[src/rtl/scale_demux_pkg.sv]
// -----------------------------------------------------------------------------
// scale_demux_pkg
// Shared types for the registered 1-to-2 demultiplexer:
//   slot_state_t   - occupancy of one output channel register
//   target_t       - decoded routing target of the current input word
//   decode_target  - maps sel_a to a target; anything not 0/1 is TGT_NONE
// -----------------------------------------------------------------------------
package scale_demux_pkg;

    typedef enum logic {SLOT_EMPTY, SLOT_FULL} slot_state_t;

    typedef enum logic [1:0] {TGT_A, TGT_B, TGT_NONE} target_t;

    // Case equality so an X/Z select never aliases onto a real channel.
    function automatic target_t decode_target(input logic sel);
        if (sel === 1'b1) begin
            return TGT_A;
        end
        if (sel === 1'b0) begin
            return TGT_B;
        end
        return TGT_NONE;
    endfunction

endpackage

[src/rtl/scale_demux_if.sv]
// -----------------------------------------------------------------------------
// scale_demux_if
// Bundles the input handshake, both output channel handshakes, the select
// error pulse and the per-channel transfer counters.
//   slave  modport - used by the demux itself
//   master modport - used by the producer/consumer side (e.g. a testbench)
// -----------------------------------------------------------------------------
interface scale_demux_if #(
    parameter int WIDTH = 8,
    parameter int CNT_W = 8
) ();
    timeunit 1ns;
    timeprecision 100ps;

    logic             in_valid;
    logic             in_ready;
    logic [WIDTH-1:0] in_data;
    logic             sel_a;

    logic             out_a_valid;
    logic             out_a_ready;
    logic [WIDTH-1:0] out_a_data;

    logic             out_b_valid;
    logic             out_b_ready;
    logic [WIDTH-1:0] out_b_data;

    logic             sel_err;
    logic [CNT_W-1:0] cnt_a;
    logic [CNT_W-1:0] cnt_b;

    modport slave (
        input  in_valid, in_data, sel_a, out_a_ready, out_b_ready,
        output in_ready, out_a_valid, out_a_data, out_b_valid, out_b_data,
               sel_err, cnt_a, cnt_b
    );

    modport master (
        output in_valid, in_data, sel_a, out_a_ready, out_b_ready,
        input  in_ready, out_a_valid, out_a_data, out_b_valid, out_b_data,
               sel_err, cnt_a, cnt_b
    );

endinterface

[src/rtl/scale_demux_slot.sv]
// -----------------------------------------------------------------------------
// demux_slot
// One-entry output register for a single demux channel.
//   clk, rst_   - clock, asynchronous active-low reset
//   i_wr_en     - load i_data this cycle (already qualified by the top)
//   i_data      - word to load
//   i_ready     - downstream consumer accepts the held word
//   o_valid     - slot is FULL
//   o_data      - held word
//   o_wr_ok     - slot can take a word this cycle (empty, or draining)
//   o_cnt       - number of words loaded, wrapping
// -----------------------------------------------------------------------------
module demux_slot
    import scale_demux_pkg::*;
#(
    parameter int WIDTH = 8,
    parameter int CNT_W = 8
) (
    input  logic             clk,
    input  logic             rst_,
    input  logic             i_wr_en,
    input  logic [WIDTH-1:0] i_data,
    input  logic             i_ready,
    output logic             o_valid,
    output logic [WIDTH-1:0] o_data,
    output logic             o_wr_ok,
    output logic [CNT_W-1:0] o_cnt
);
    timeunit 1ns;
    timeprecision 100ps;

    slot_state_t      r_state;
    slot_state_t      w_state_nxt;
    logic             w_drain;
    logic [WIDTH-1:0] r_data;
    logic [CNT_W-1:0] r_cnt;

    assign w_drain = (r_state == SLOT_FULL) & i_ready;

    always_ff @(posedge clk or negedge rst_) begin
        if (!rst_) begin
            r_state <= SLOT_EMPTY;
        end else begin
            r_state <= w_state_nxt;
        end
    end

    always_comb begin
        w_state_nxt = r_state;
        case (r_state)
            SLOT_EMPTY: if (i_wr_en) w_state_nxt = SLOT_FULL;
            SLOT_FULL:  if (w_drain && !i_wr_en) w_state_nxt = SLOT_EMPTY;
            default:    w_state_nxt = SLOT_EMPTY;
        endcase
    end

    always_comb begin
        o_valid = (r_state == SLOT_FULL);
        // A draining slot can be refilled in the same cycle.
        o_wr_ok = (r_state == SLOT_EMPTY) | i_ready;
    end

    always_ff @(posedge clk or negedge rst_) begin
        if (!rst_) begin
            r_data <= '0;
            r_cnt  <= '0;
        end else if (i_wr_en) begin
            r_data <= i_data;
            r_cnt  <= r_cnt + CNT_W'(1);
        end
    end

    assign o_data = r_data;
    assign o_cnt  = r_cnt;

endmodule

[src/rtl/scale_demux.sv]
// -----------------------------------------------------------------------------
// scale_demux
// Registered 1-to-2 demultiplexer: steers in_data to channel A (sel_a = 1)
// or channel B (sel_a = 0); each channel is a one-entry valid/ready register.
//   clk, rst_  - clock, asynchronous active-low reset
//   bus        - scale_demux_if.slave: input handshake + in_data + sel_a,
//                channel A/B valid/ready/data, sel_err pulse, cnt_a/cnt_b
// An X/Z select blocks the input (in_ready = 0) and raises sel_err for one
// cycle per offending cycle; no slot or counter changes.
// -----------------------------------------------------------------------------
module scale_demux
    import scale_demux_pkg::*;
#(
    parameter int WIDTH = 8,
    parameter int CNT_W = 8
) (
    input  logic             clk,
    input  logic             rst_,
    scale_demux_if.slave     bus
);
    timeunit 1ns;
    timeprecision 100ps;

    target_t w_tgt;
    logic    w_ok_a;
    logic    w_ok_b;
    logic    w_in_ready;
    logic    w_wr_a;
    logic    w_wr_b;
    logic    r_sel_err;

    always_comb begin
        w_tgt = decode_target(bus.sel_a);
    end

    always_comb begin
        w_in_ready = 1'b0;
        case (w_tgt)
            TGT_A:   w_in_ready = w_ok_a;
            TGT_B:   w_in_ready = w_ok_b;
            default: w_in_ready = 1'b0;
        endcase
    end

    assign bus.in_ready = w_in_ready;
    assign w_wr_a       = bus.in_valid & w_in_ready & (w_tgt == TGT_A);
    assign w_wr_b       = bus.in_valid & w_in_ready & (w_tgt == TGT_B);

    always_ff @(posedge clk or negedge rst_) begin
        if (!rst_) begin
            r_sel_err <= 1'b0;
        end else begin
            r_sel_err <= bus.in_valid & (w_tgt == TGT_NONE);
        end
    end

    assign bus.sel_err = r_sel_err;

    demux_slot #(
        .WIDTH (WIDTH),
        .CNT_W (CNT_W)
    ) u_slot_a (
        .clk     (clk),
        .rst_    (rst_),
        .i_wr_en (w_wr_a),
        .i_data  (bus.in_data),
        .i_ready (bus.out_a_ready),
        .o_valid (bus.out_a_valid),
        .o_data  (bus.out_a_data),
        .o_wr_ok (w_ok_a),
        .o_cnt   (bus.cnt_a)
    );

    demux_slot #(
        .WIDTH (WIDTH),
        .CNT_W (CNT_W)
    ) u_slot_b (
        .clk     (clk),
        .rst_    (rst_),
        .i_wr_en (w_wr_b),
        .i_data  (bus.in_data),
        .i_ready (bus.out_b_ready),
        .o_valid (bus.out_b_valid),
        .o_data  (bus.out_b_data),
        .o_wr_ok (w_ok_b),
        .o_cnt   (bus.cnt_b)
    );

endmodule

[src/flat_wrapper.sv]
// flat-port wrapper written by rule: the top's interface ports become plain ports
module scale_demux_flat import scale_demux_pkg::*;
#(
    parameter int WIDTH = 8,
    parameter int CNT_W = 8
)
  (clk, rst_, bus_in_valid, bus_in_data, bus_sel_a, bus_out_a_ready, bus_out_b_ready, bus_in_ready, bus_out_a_valid, bus_out_a_data, bus_out_b_valid, bus_out_b_data, bus_sel_err, bus_cnt_a, bus_cnt_b);
  scale_demux_if #(.WIDTH(WIDTH), .CNT_W(CNT_W)) bus_i ();
  input  logic clk;
  input  logic rst_;
  input wire logic [$bits(bus_i.in_valid)-1:0] bus_in_valid;
  input wire logic [$bits(bus_i.in_data)-1:0] bus_in_data;
  input wire logic [$bits(bus_i.sel_a)-1:0] bus_sel_a;
  input wire logic [$bits(bus_i.out_a_ready)-1:0] bus_out_a_ready;
  input wire logic [$bits(bus_i.out_b_ready)-1:0] bus_out_b_ready;
  output wire logic [$bits(bus_i.in_ready)-1:0] bus_in_ready;
  output wire logic [$bits(bus_i.out_a_valid)-1:0] bus_out_a_valid;
  output wire logic [$bits(bus_i.out_a_data)-1:0] bus_out_a_data;
  output wire logic [$bits(bus_i.out_b_valid)-1:0] bus_out_b_valid;
  output wire logic [$bits(bus_i.out_b_data)-1:0] bus_out_b_data;
  output wire logic [$bits(bus_i.sel_err)-1:0] bus_sel_err;
  output wire logic [$bits(bus_i.cnt_a)-1:0] bus_cnt_a;
  output wire logic [$bits(bus_i.cnt_b)-1:0] bus_cnt_b;
  assign bus_i.in_valid = bus_in_valid;
  assign bus_i.in_data = bus_in_data;
  assign bus_i.sel_a = bus_sel_a;
  assign bus_i.out_a_ready = bus_out_a_ready;
  assign bus_i.out_b_ready = bus_out_b_ready;
  assign bus_in_ready = bus_i.in_ready;
  assign bus_out_a_valid = bus_i.out_a_valid;
  assign bus_out_a_data = bus_i.out_a_data;
  assign bus_out_b_valid = bus_i.out_b_valid;
  assign bus_out_b_data = bus_i.out_b_data;
  assign bus_sel_err = bus_i.sel_err;
  assign bus_cnt_a = bus_i.cnt_a;
  assign bus_cnt_b = bus_i.cnt_b;
  scale_demux #(.WIDTH(WIDTH), .CNT_W(CNT_W)) u_core (.clk(clk), .rst_(rst_), .bus(bus_i));
endmodule
[config.mk]
export PLATFORM = sky130hd
export DESIGN_NAME = scale_demux_flat
export DESIGN_NICKNAME = d
export VERILOG_FILES = /design/src/rtl/scale_demux_pkg.sv /design/src/rtl/scale_demux_if.sv /design/src/rtl/scale_demux_slot.sv /design/src/rtl/scale_demux.sv /design/src/flat_wrapper.sv
export SDC_FILE = /design/constraint.sdc
export NUM_CORES = 1
export LEC_CHECK = 0
export BUFFER_PORTS_ARGS = -buffer_cell sky130_fd_sc_hd__buf_2
export CAP_MARGIN = 20
export CORE_MARGIN = 2
export CORE_UTILIZATION = 48
export CTS_CLUSTER_SIZE = 16
export DETAILED_ROUTE_END_ITERATION = 6
export PLACE_DENSITY = 0.9
export SYNTH_ARGS = -nofsm -noshare
export SYNTH_HDL_FRONTEND = slang
export SYNTH_HIERARCHICAL = 1
export SYNTH_SLANG_ARGS = --single-unit
export TNS_END_PERCENT = 100
[constraint.sdc]
create_clock -name clk -period 1.6 [get_ports clk]
set_input_delay 0.08 -clock clk [delete_from_list [all_inputs] [get_ports clk]]
set_output_delay 0.08 -clock clk [all_outputs]
set_load 0.01 [all_outputs]
# == Word level (Yosys, flattened, before mapping) ==
# Cells that the tools add are included.
# classes
n_addsub,2
n_eq_ne,4
n_mux,14
n_bitwise,10
n_reduce_logical,5
# op_table
cell,n
$add A8 B1 Y8 const B,2
$mux W2,4
$mux W1,7
$and A1 B1 Y1,6
$pmux W1 S2,3
$eq A2 B1 Y1 const B,1
$eq A2 B2 Y1 const B,1
$eqx A1 B1 Y1 const B,2
$logic_and A1 B1 Y1,2
$logic_not A1 Y1,2
$logic_not A2 Y1,1
$not A1 Y1,2
$or A1 B1 Y1,2
# totals
regBits,35
in_bits,14
out_inout_bits,36
word_cells,42

# == Depth between registers and ports, before layout ==
# Gate-level depths: netlist (run 1).
# depth
ltp_word,13
mapped_depth,5
depth_no_buf,5

# == Hierarchy ==
# Netlist (run 1), hierarchy kept.
# modules_own_cells
mod,instances,cells_per_inst,area_each_um2,seq_area_each_um2
demux_slot,2,46,670.6,425.4
scale_demux,1,5,43.8,0.0

# == Least setup slack after synthesis (run 1) ==
# OpenSTA, ideal clock, no wires.
# synth_timing
path_kind,register to register
start,register u_core.u_slot_a.r_state (netlist: u_core/u_slot_a/o_valid)
end,register u_core.u_slot_a.r_data[3] (netlist: u_core/u_slot_a/o_data[3])
setup_time_ns,0.125
arrival_ns,1.206
t_required_ns,1.475
setup_slack_ns,0.269
stages_incl_launch_ff,5
path_buffers,1
synth_period_minus_slack_ns,1.331
cell_sequence,dfrtp_1 -> nand2b_1 -> and3_2 -> buf_6 -> mux2_2
# synth_via
elab_chain_len,5
# synth_lines
item,line_no,text
start: declaration,scale_demux_slot.sv:32,slot_state_t r_state;
start signal: assignment,scale_demux_slot.sv:44,r_state <= w_state_nxt;
$not A1 Y1,scale_demux_slot.sv:60,o_wr_ok = (r_state == SLOT_EMPTY) | i_ready;
$or A1 B1 Y1,scale_demux_slot.sv:60,
named net u_core.w_ok_a,scale_demux.sv:25,logic w_ok_a;
$pmux W1 S2,scale_demux.sv:38,case (w_tgt)
$and A1 B1 Y1 (2 in a row),scale_demux.sv:46,assign w_wr_a = bus.in_valid & w_in_ready & (w_tgt == TGT_A);
named net u_core.w_wr_a,scale_demux.sv:28,logic w_wr_a;
end signal: assignment,scale_demux_slot.sv:68,r_data <= i_data;
end: declaration,scale_demux_slot.sv:35,logic [WIDTH-1:0] r_data;
# The timed path passes the listed nets, and every way through them passes these cells.
# A chain may end at the register's enable or synchronous reset.

# == Worst setup path in the final report (run 1) ==
# layout_timing
start,register u_core.u_slot_b.r_state (netlist: u_core/u_slot_b/o_valid)
end,register u_core.u_slot_b.r_cnt[5] (netlist: u_core/u_slot_b/o_cnt[5])
# layout_via
elab_chain_len,5
# layout_lines
item,line_no,text
start: declaration,scale_demux_slot.sv:32,
start signal: assignment,scale_demux_slot.sv:44,
$not A1 Y1,scale_demux_slot.sv:60,
$or A1 B1 Y1,scale_demux_slot.sv:60,
named net u_core.w_ok_b,scale_demux.sv:26,logic w_ok_b;
$pmux W1 S2,scale_demux.sv:38,
$and A1 B1 Y1 (2 in a row),scale_demux.sv:47,assign w_wr_b = bus.in_valid & w_in_ready & (w_tgt == TGT_B);
named net u_core.w_wr_b,scale_demux.sv:29,logic w_wr_b;
end signal: assignment,scale_demux_slot.sv:69,r_cnt <= r_cnt + CNT_W'(1);
end: declaration,scale_demux_slot.sv:36,logic [CNT_W-1:0] r_cnt;
# The timed path passes the listed nets, and every way through them passes these cells.

==> results.toml, run 1 <==
[status]
outcome = "completed"

[power_and_ir_drop]
clockPowerShare = 0.195
swShare = 0.333
power.density_nw_per_um2 = 1380
combPwrFrac = 0.275
p_switching_uw = 808
power_frac_seq = 0.530
p_leak_nw = 0.887
p_int_mw = 1.62
fin_total_pwr_mw = 2.43
ir_drop_uv = 952

[yosys]
synth_cells = 97
syn_nets = 113
ys_warn_count = 6
ys_ff_latch = 34
yosysSeqAreaShare = 0.614
syn_area_sq_um = 1390
synth_area_per_cell_sq_um = 14.3
synth.distinct_cells = 17
synth.area.top_cells = "dfrtp_1 (61%), mux2_2 (9.8%), xor2_1 (5.1%), mux2_1 (4.9%), xnor2_1 (3.8%)"
synth_top_area_cell = "dfrtp_1"
synth.top_cell.area_share = 0.614

[setup_path]
worst-setup-path-type = "reg2reg"
slowest_delay_ps = 390
cp_max_fo = 15
worst_ep_arrival_time_ps = 1720
cp_cell_sequence = "nand2b_1 -> and3b_4 -> nand4_1 -> nor2_2 -> xor2_1"
critPathLaunchType = "flop"
cp.required_ps = 1860
slowest_stage = "dfrtp_1"
crit_path_end_kind = "flop"

[timing]
rsz0062_at_grt = "false"
slew_viol_final = 0
finalSetupTns_ps = 0
skew_ps = 5.19
max_slew_margin = 0.523
worst_slew_pin_slew_ps = 716
holdWs_ps = 8.39
finalHoldViolations = 0
setup_viol_count_final = 0
period_share = 0.916
fin_crit_ps = 1470
clock.fmax_mhz = 682

[layout]
nNetsFinal = 171
synthToLayoutAreaGrowth_pct = 27.1
layout_commonest_cell = "buf_2"
layoutNonFillerInstCount = 187
diodes = 0
drive_gt1_frac = 0.462
layout_common_cells = "buf_2 (48), dfrtp_1 (34), mux2_2 (12)"
final_area_sq_um = 1760
num-fill-cells = 209

[grt]
grt_use_total = 0.181
grt_max_degree = 35
grt_remaining_overflow = 0
grt_first_pass_wirelength_um = 4400
antenna_found_initial = 0
first_global_vias = 991

[clock_tree]
htreeDepth = 2
clock_latency_ps = 320
post-cts-setup-buffers = 0
cts_tree = "built"
clock-sinks = 34
cts_max_path_buffers = 2
path_clk_slew_ps = 100
root_buffer = "clkbuf_4"
numCtsBuffers = 5

[placed_design]
place_inst = 173
place.gp.congestion = 0.785
io_buffers = 48
hpwl_um = 1970
dpl_cell_area_sq_um = 1630

[floorplanning]
die-width_um = 57.7
die_area_sq_um = 3330
rows = 19
ios = 50
die_h_um = 57.7
core_area_sq_um = 2760
start_util = 0.502

[route]
wl_um = 2800
ant_nets = 0
drc = 0
viasPerCell = 5.02
vias = 939
drtIter0Drc = 11
dr.pass1.iters = 4
wire_per_inst_um = 15.0

[worst_hold_path]
hold_path_class = "in2reg"

[job]
maxCapViolCount = 0
[cells by family after synthesis]
group / Yosys count / share of synthesized area
muxes: 19 / 0.157
adders and majority gates: 2 / 0.0181
buffers and inverters: 3 / 0.0217
DFF: 34 / 0.614
and+or+nand+nor: 24 / 0.0976
other: 1 / 0.00271
xor gates and xnor gates: 14 / 0.0885
[what timing repair did]
action	4_1_cts	5_1_grt
hold endpoints to repair	44	0
gates resized for setup	0	2
setup endpoints to repair	0	2
hold buffers	6	0
[layer usage]
layer,part of all wire,vias up,routed length (um),track usage
li1,-,448,-,-
met1,0.42,442,1160,0.217
met2,0.49,42,1360,0.284
met3,0.075,7,209,0.0603
met4,0.024,0,66,0.106
met5,0,-,0,0
[metrics by stage]
stage	setup slack (ps)	util
CTS	96.9	0.636
floorplan	269	-
detailed placement	117	0.593
global route	52.2	0.638
finish	134	0.638
global placement	234	0.593
[synthesized netlist by cell type]
cell type	n
and3_2	1
and3b_2	1
buf_4	1
buf_6	2
conb_1	1
dfrtp_1	34
ha_1	2
mux2_1	6
mux2_2	12
mux2_4	1
nand2_1	4
nand2b_1	4
nand4_1	8
nor2_1	4
nor2_2	2
xnor2_1	6
xor2_1	8
[worst max-delay path: cells and delay by family, from the launching register on]
family                    cells  cell delay (ps)
xor gates and xnor gates      1              140
DFF                           1              390
and+or+nand+nor               4              870
[flip-flops by register name (all words and copies together), names as in the netlist]
| register | cells |
|---|---|
| u_core/u_slot_b/o_data | 8 |
| u_core/u_slot_a/o_cnt | 8 |
| u_core/u_slot_b/o_cnt | 8 |
| u_core/u_slot_a/o_data | 8 |
| u_core/u_slot_b/o_valid | 1 |
| u_core/u_slot_a/o_valid | 1 |
[power by group through the flow]
| stage | sequential [mW] | clock, mW | combinational, mW |
|---|---|---|---|
| floorplan | 1.37 | 0 | 0.263 |
| global placement | 1.28 | 0 | 0.634 |
| detailed placement | 1.30 | 0 | 0.660 |
| CTS | 1.28 | 0.494 | 0.676 |
| global route | 1.32 | 0.522 | 0.740 |
| finish | 1.29 | 0.473 | 0.669 |
[path summary, 6_finish.rpt]
path | start | end | slack, ps | depth (start not counted)
max | u_core/u_slot_b/o_valid | u_core/u_slot_b/o_cnt[5] | 130 | 5
max in group asynchronous | rst_ | u_core/u_slot_b/o_data[0] | 790 | 2
min in group asynchronous | rst_ | u_core/u_slot_a/o_cnt[1] | 350 | 2
min | bus_in_data[0] | u_core/u_slot_b/o_data[0] | 8 | 2
min reg2reg | u_core/u_slot_a/o_cnt[7] | u_core/u_slot_a/o_cnt[7] | 460 | 1
max reg2reg | u_core/u_slot_b/o_valid | u_core/u_slot_b/o_cnt[5] | 130 | 5
[layout make-up]
type	count	area, sq um	area share
flip-flops and latches	34	851	0.483
clock inverters	1	5.00	0.00284
well taps	31	38.8	0.0220
multi-input cells	60	510	0.290
clock buffers	7	55.1	0.0313
repair buffers	54	300	0.171
No activity file was read; power rests on OpenSTA's default activity.
==> run 2: changes to the inputs <==
- CORE_ASPECT_RATIO: default -> 1.5
==> run 2 against run 1 <==
Power rose by 3.2%; critical path depth is the same; setup slack worse by 11 ps; worst hold slack improved by 19 ps; combinational power fell by 2%; first-iteration DRC count rose by 110%; clock skew down 3.9 ps; sequential share of layout area grew 0.84 points; via count fell by 0.53%; fmax is 0.71% lower; critical endpoint is now u_core/u_slot_a/o_cnt[5]; highest routed layer unchanged.
==> results.toml, run 2 (synthesis results as in run 1) <==
[status]
outcome = "completed"

[floorplanning]
ios = 50
core_area_sq_um = 2710
start_util = 0.512
die_area_sq_um = 3340
die_h_um = 69.8
rows = 23
die-width_um = 47.9

[timing]
finalHoldViolations = 0
skew_ps = 1.33
slew_viol_final = 0
finalSetupTns_ps = 0
fin_crit_ps = 1480
max_slew_margin = 0.527
worst_slew_pin_slew_ps = 710
clock.fmax_mhz = 677
setup_viol_count_final = 0
rsz0062_at_grt = "false"
period_share = 0.923
layout_setup_ws_ps = 123

[setup_path]
worst_r2r_path_depth = 5
critPathLaunchType = "flop"
cp.required_ps = 1800
cp_max_fo = 15
worst_ep_arrival_time_ps = 1680
worst-setup-path-type = "reg2reg"
ff2ff_setup_slack_ps = 120
r2r_start = "u_core/u_slot_a/o_valid"
timing.rr.end = "u_core/u_slot_a/o_cnt[5]"
crit_path_end_kind = "flop"

[grt]
first_global_vias = 956
antenna_found_initial = 0
grt_max_degree = 35
grt_remaining_overflow = 0
grt_use_total = 0.185
grt_first_pass_wirelength_um = 4310

[job]
maxCapViolCount = 0

[clock_tree]
numCtsBuffers = 5
htreeDepth = 2
root_buffer = "clkbuf_8"
path_clk_slew_ps = 60
post-cts-setup-buffers = 0
clock-sinks = 34
cts_max_path_buffers = 2
clock_latency_ps = 280
cts_tree = "built"

[route]
drtIter0Drc = 23
wire_per_inst_um = 13.8
ant_nets = 0
wl_um = 2580
drc = 0
viasPerCell = 4.99
vias = 934
dr.pass1.iters = 2

[layout]
multiInputGateArea_sq_um = 507
layout_common_cells = "buf_2 (48), dfrtp_1 (34), mux2_2 (12)"
diodes = 0
drive_gt1_frac = 0.467
synthToLayoutAreaGrowth_pct = 24.9
num-fill-cells = 233
regArea_sq_um = 851
layout_commonest_cell = "buf_2"
nNetsFinal = 166

[power_and_ir_drop]
power.density_nw_per_um2 = 1450
ir_drop_uv = 961
p_leak_nw = 0.870

[worst_hold_path]
hp-start = "bus_in_data[2]"
hold_path_class = "in2reg"
min_delay_worst_endpoint = "u_core/u_slot_a/o_data[2]"
worstHoldPathCells = 2

[placed_design]
place_ws_ps = 80.1
hpwl_um = 1950
io_buffers = 48
place.gp.congestion = 0.721
## run 2: changes by cell type in the layout (fill, tap and decap cells not counted)
cell           previous run  this run
clkinv_2                  1         0
dlygate4sd3_1             6         1
clkbuf_8                  1         5
clkbuf_1                  1         2
and3_4                    1         0
clkbuf_4                  5         0
and3_2                    0         1
## run 2: worst max-delay path by stage
stage,startpoint,to,slack [ps],cells past startpoint
after global placement,u_core/u_slot_b/o_valid,u_core/u_slot_b/o_cnt[5],230,5
final,u_core/u_slot_a/o_valid,u_core/u_slot_a/o_cnt[5],120,5
after CTS,u_core/u_slot_b/o_valid,u_core/u_slot_b/o_cnt[5],70,5
after floorplan,u_core/u_slot_a/o_valid,u_core/u_slot_a/o_data[3],270,4
after global routing,u_core/u_slot_a/o_valid,u_core/u_slot_a/o_cnt[5],10,5
after detailed placement,u_core/u_slot_b/o_valid,u_core/u_slot_b/o_cnt[5],80,5
## run 2: metal layers
layer,vias to the layer above,track usage,wire length [um]
met5,-,0,0
met4,0,0.117,64
met3,5,0.0573,189
met2,37,0.270,1340
met1,457,0.229,980
li1,435,-,-
## run 2: layout make-up
type                    count  area share
clock buffers               7      0.0441
flip-flops and latches     34       0.492
multi-input cells          60       0.293
well taps                  37      0.0268
repair buffers             49       0.145
## run 2: repair_timing
action                                  4_1_cts  5_1_grt
hold buffers                                  1        0
endpoints found under the hold margin        34        0
endpoints found under the setup margin        0        1
gates resized for setup                       0        1
## run 2: metrics by stage
step	instance area (sq um)	power, mW	util	hold WS [ps]	cells
global route	1730	2.67	0.640	26.3	187
detailed placement	1640	1.97	0.607	177	179
CTS	1730	2.55	0.639	20.5	187
global placement	1640	1.92	0.607	154	179
finish	1730	2.51	0.640	27.6	187
floorplan	1390	1.64	-	-216	97
## run 2: worst max-delay path, stage by stage, from the launching register on
cell and delay [ps]:
dfrtp_1 380, nand2b_1 120, and3_2 400, nand4_1 210
nor2_2 130, xor2_1 160
## run 2: report_power, final
part | total (mW) | switching (mW) | internal [mW] | leakage (nW)
registers | 1.28 | 0.211 | 1.07 | 0.418
clock network | 0.570 | 0.272 | 0.299 | 0.0383
logic | 0.655 | 0.324 | 0.332 | 0.414
total | 2.51 | 0.807 | 1.70 | 0.870
==> run 3: changes to the inputs <==
- CORE_UTILIZATION: 48 -> 43
- PLACE_DENSITY: 0.9 -> 0.86
- clock period: 1.6 -> 1.2 ns (I/O delays scaled with it)
==> run 3 against run 2 <==
The run now ends with setup timing left; combinational power rose by 69%; worst hold slack improved by 3.6 ps; clock-buffer cell count fell by 1; critical path type unchanged; highest routed layer unchanged.
==> results.toml, run 3 (synthesis results as in run 1) <==
[status]
outcome = "finished, violations left"
violations = "setup timing"

[timing]
holdWs_ps = 31.2
slew_viol_final = 0
period_share = 1.12
skew_ps = 4.36
finalSetupTns_ps = -2820
finalHoldViolations = 0
rsz0062_at_grt = "true"
fin_crit_ps = 1340
clock.fmax_mhz = 744
setup_viol_count_final = 29
layout_setup_ws_ps = -145

[route]
vias = 993
viasPerCell = 4.87
drtIter0Drc = 13
wire_per_inst_um = 15.1
ant_nets = 0
wl_um = 3090
dr.pass1.iters = 4
drc = 0

[clock_tree]
numCtsBuffers = 5
htreeDepth = 2
root_buffer = "clkbuf_8"
clock-sinks = 34
cts_max_path_buffers = 2
cts_tree = "built"
path_clk_slew_ps = 60
clock_latency_ps = 280

[grt]
first_global_vias = 992
grt_first_pass_wirelength_um = 4550
grt_remaining_overflow = 0
antenna_found_initial = 0
grt_max_degree = 35
grt_use_total = 0.167

[setup_path]
timing.rr.end = "u_core/u_slot_b/o_data[3]"
crit_path_end_kind = "flop"
cp_max_fo = 6
worst-setup-path-type = "reg2reg"
worst_r2r_path_depth = 4
cp.required_ps = 1360
critPathLaunch = "u_core/u_slot_b/o_valid"
ff2ff_setup_slack_ps = -140
worst_ep_arrival_time_ps = 1510
r2r_start = "u_core/u_slot_b/o_valid"
critPathLaunchType = "flop"
crit_end = "u_core/u_slot_b/o_data[3]"

[layout]
regArea_sq_um = 851
layout_commonest_cell = "buf_2"
synthToLayoutAreaGrowth_pct = 42.8
diodes = 0
layout_common_cells = "buf_2 (47), dfrtp_1 (34), mux2_4 (17)"
nNetsFinal = 181
multiInputGateArea_sq_um = 586
drive_gt1_frac = 0.579
num-fill-cells = 234

[floorplanning]
rows = 25
start_util = 0.443
die_area_sq_um = 3700
die-width_um = 50.3
die_h_um = 73.5
core_area_sq_um = 3130
ios = 50

[power_and_ir_drop]
p_leak_nw = 1.03
ir_drop_uv = 1180
power.density_nw_per_um2 = 1830
fin_total_pwr_mw = 3.63

[placed_design]
hpwl_um = 2190
io_buffers = 48
place.gp.congestion = 0.790

[job]
maxCapViolCount = 0

[worst_hold_path]
hold_path_class = "in2reg"
-- run 3: layout make-up --
| class | count | area share |
|---|---|---|
| Sequential cell | 34 | 0.430 |
| Multi-Input combinational cell | 60 | 0.296 |
| Timing Repair Buffer | 64 | 0.207 |
| Clock buffer | 6 | 0.0417 |
| Tap cell | 40 | 0.0253 |
-- run 3: repair_timing --
action                     CTS  global route
hold endpoints to repair    34             0
resized for setup            2            11
hold buffers                 1             0
buffers inserted             0             5
pin swaps                    1            12
setup endpoints to repair   27            29
-- run 3: worst min-delay path by stage --
stage | start | to | slack (ps) | cells after the start
floorplan | rst_ | u_core/u_slot_a/o_cnt[0] | -240 | 0
global placement | rst_ | u_core/u_slot_b/o_data[4] | 100 | 2
detailed placement | rst_ | u_core/u_slot_b/o_data[4] | 120 | 2
CTS | bus_in_data[3] | u_core/u_slot_b/o_data[3] | 20 | 2
global route | bus_in_data[4] | u_core/u_slot_b/o_data[4] | 30 | 2
finish | bus_in_data[6] | u_core/u_slot_b/o_data[6] | 30 | 2
-- run 3: through the flow --
| step | util | instance area, sq um | setup WS [ps] | cells |
|---|---|---|---|---|
| final | 0.632 | 1980 | -145 | 204 |
| after global routing | 0.632 | 1980 | -189 | 204 |
| after CTS | 0.604 | 1890 | -123 | 199 |
| after detailed placement | 0.571 | 1790 | -117 | 192 |
| after global placement | 0.571 | 1790 | -112 | 192 |
| after floorplan | - | 1440 | -128 | 97 |
-- run 3: report_power, final --
part	total, mW	switching, mW	internal, mW	leakage [nW]
clock network	0.797	0.356	0.441	0.0431
logic	1.11	0.500	0.606	0.571
registers	1.72	0.292	1.43	0.418
total	3.63	1.15	2.48	1.03
-- run 3: worst max-delay path, cell delays in order, from the launching register on --
cell	delay (ps)
dfrtp_1	370
nand2b_1	110
and3b_2	270
buf_4	170
mux2_4	300
-- run 3: layer usage --
layer,vias up,share of wire,GRT usage
li1,460,-,-
met1,496,0.40,0.204
met2,30,0.54,0.269
met3,7,0.039,0.0346
met4,0,0.021,0.108
met5,-,0,0
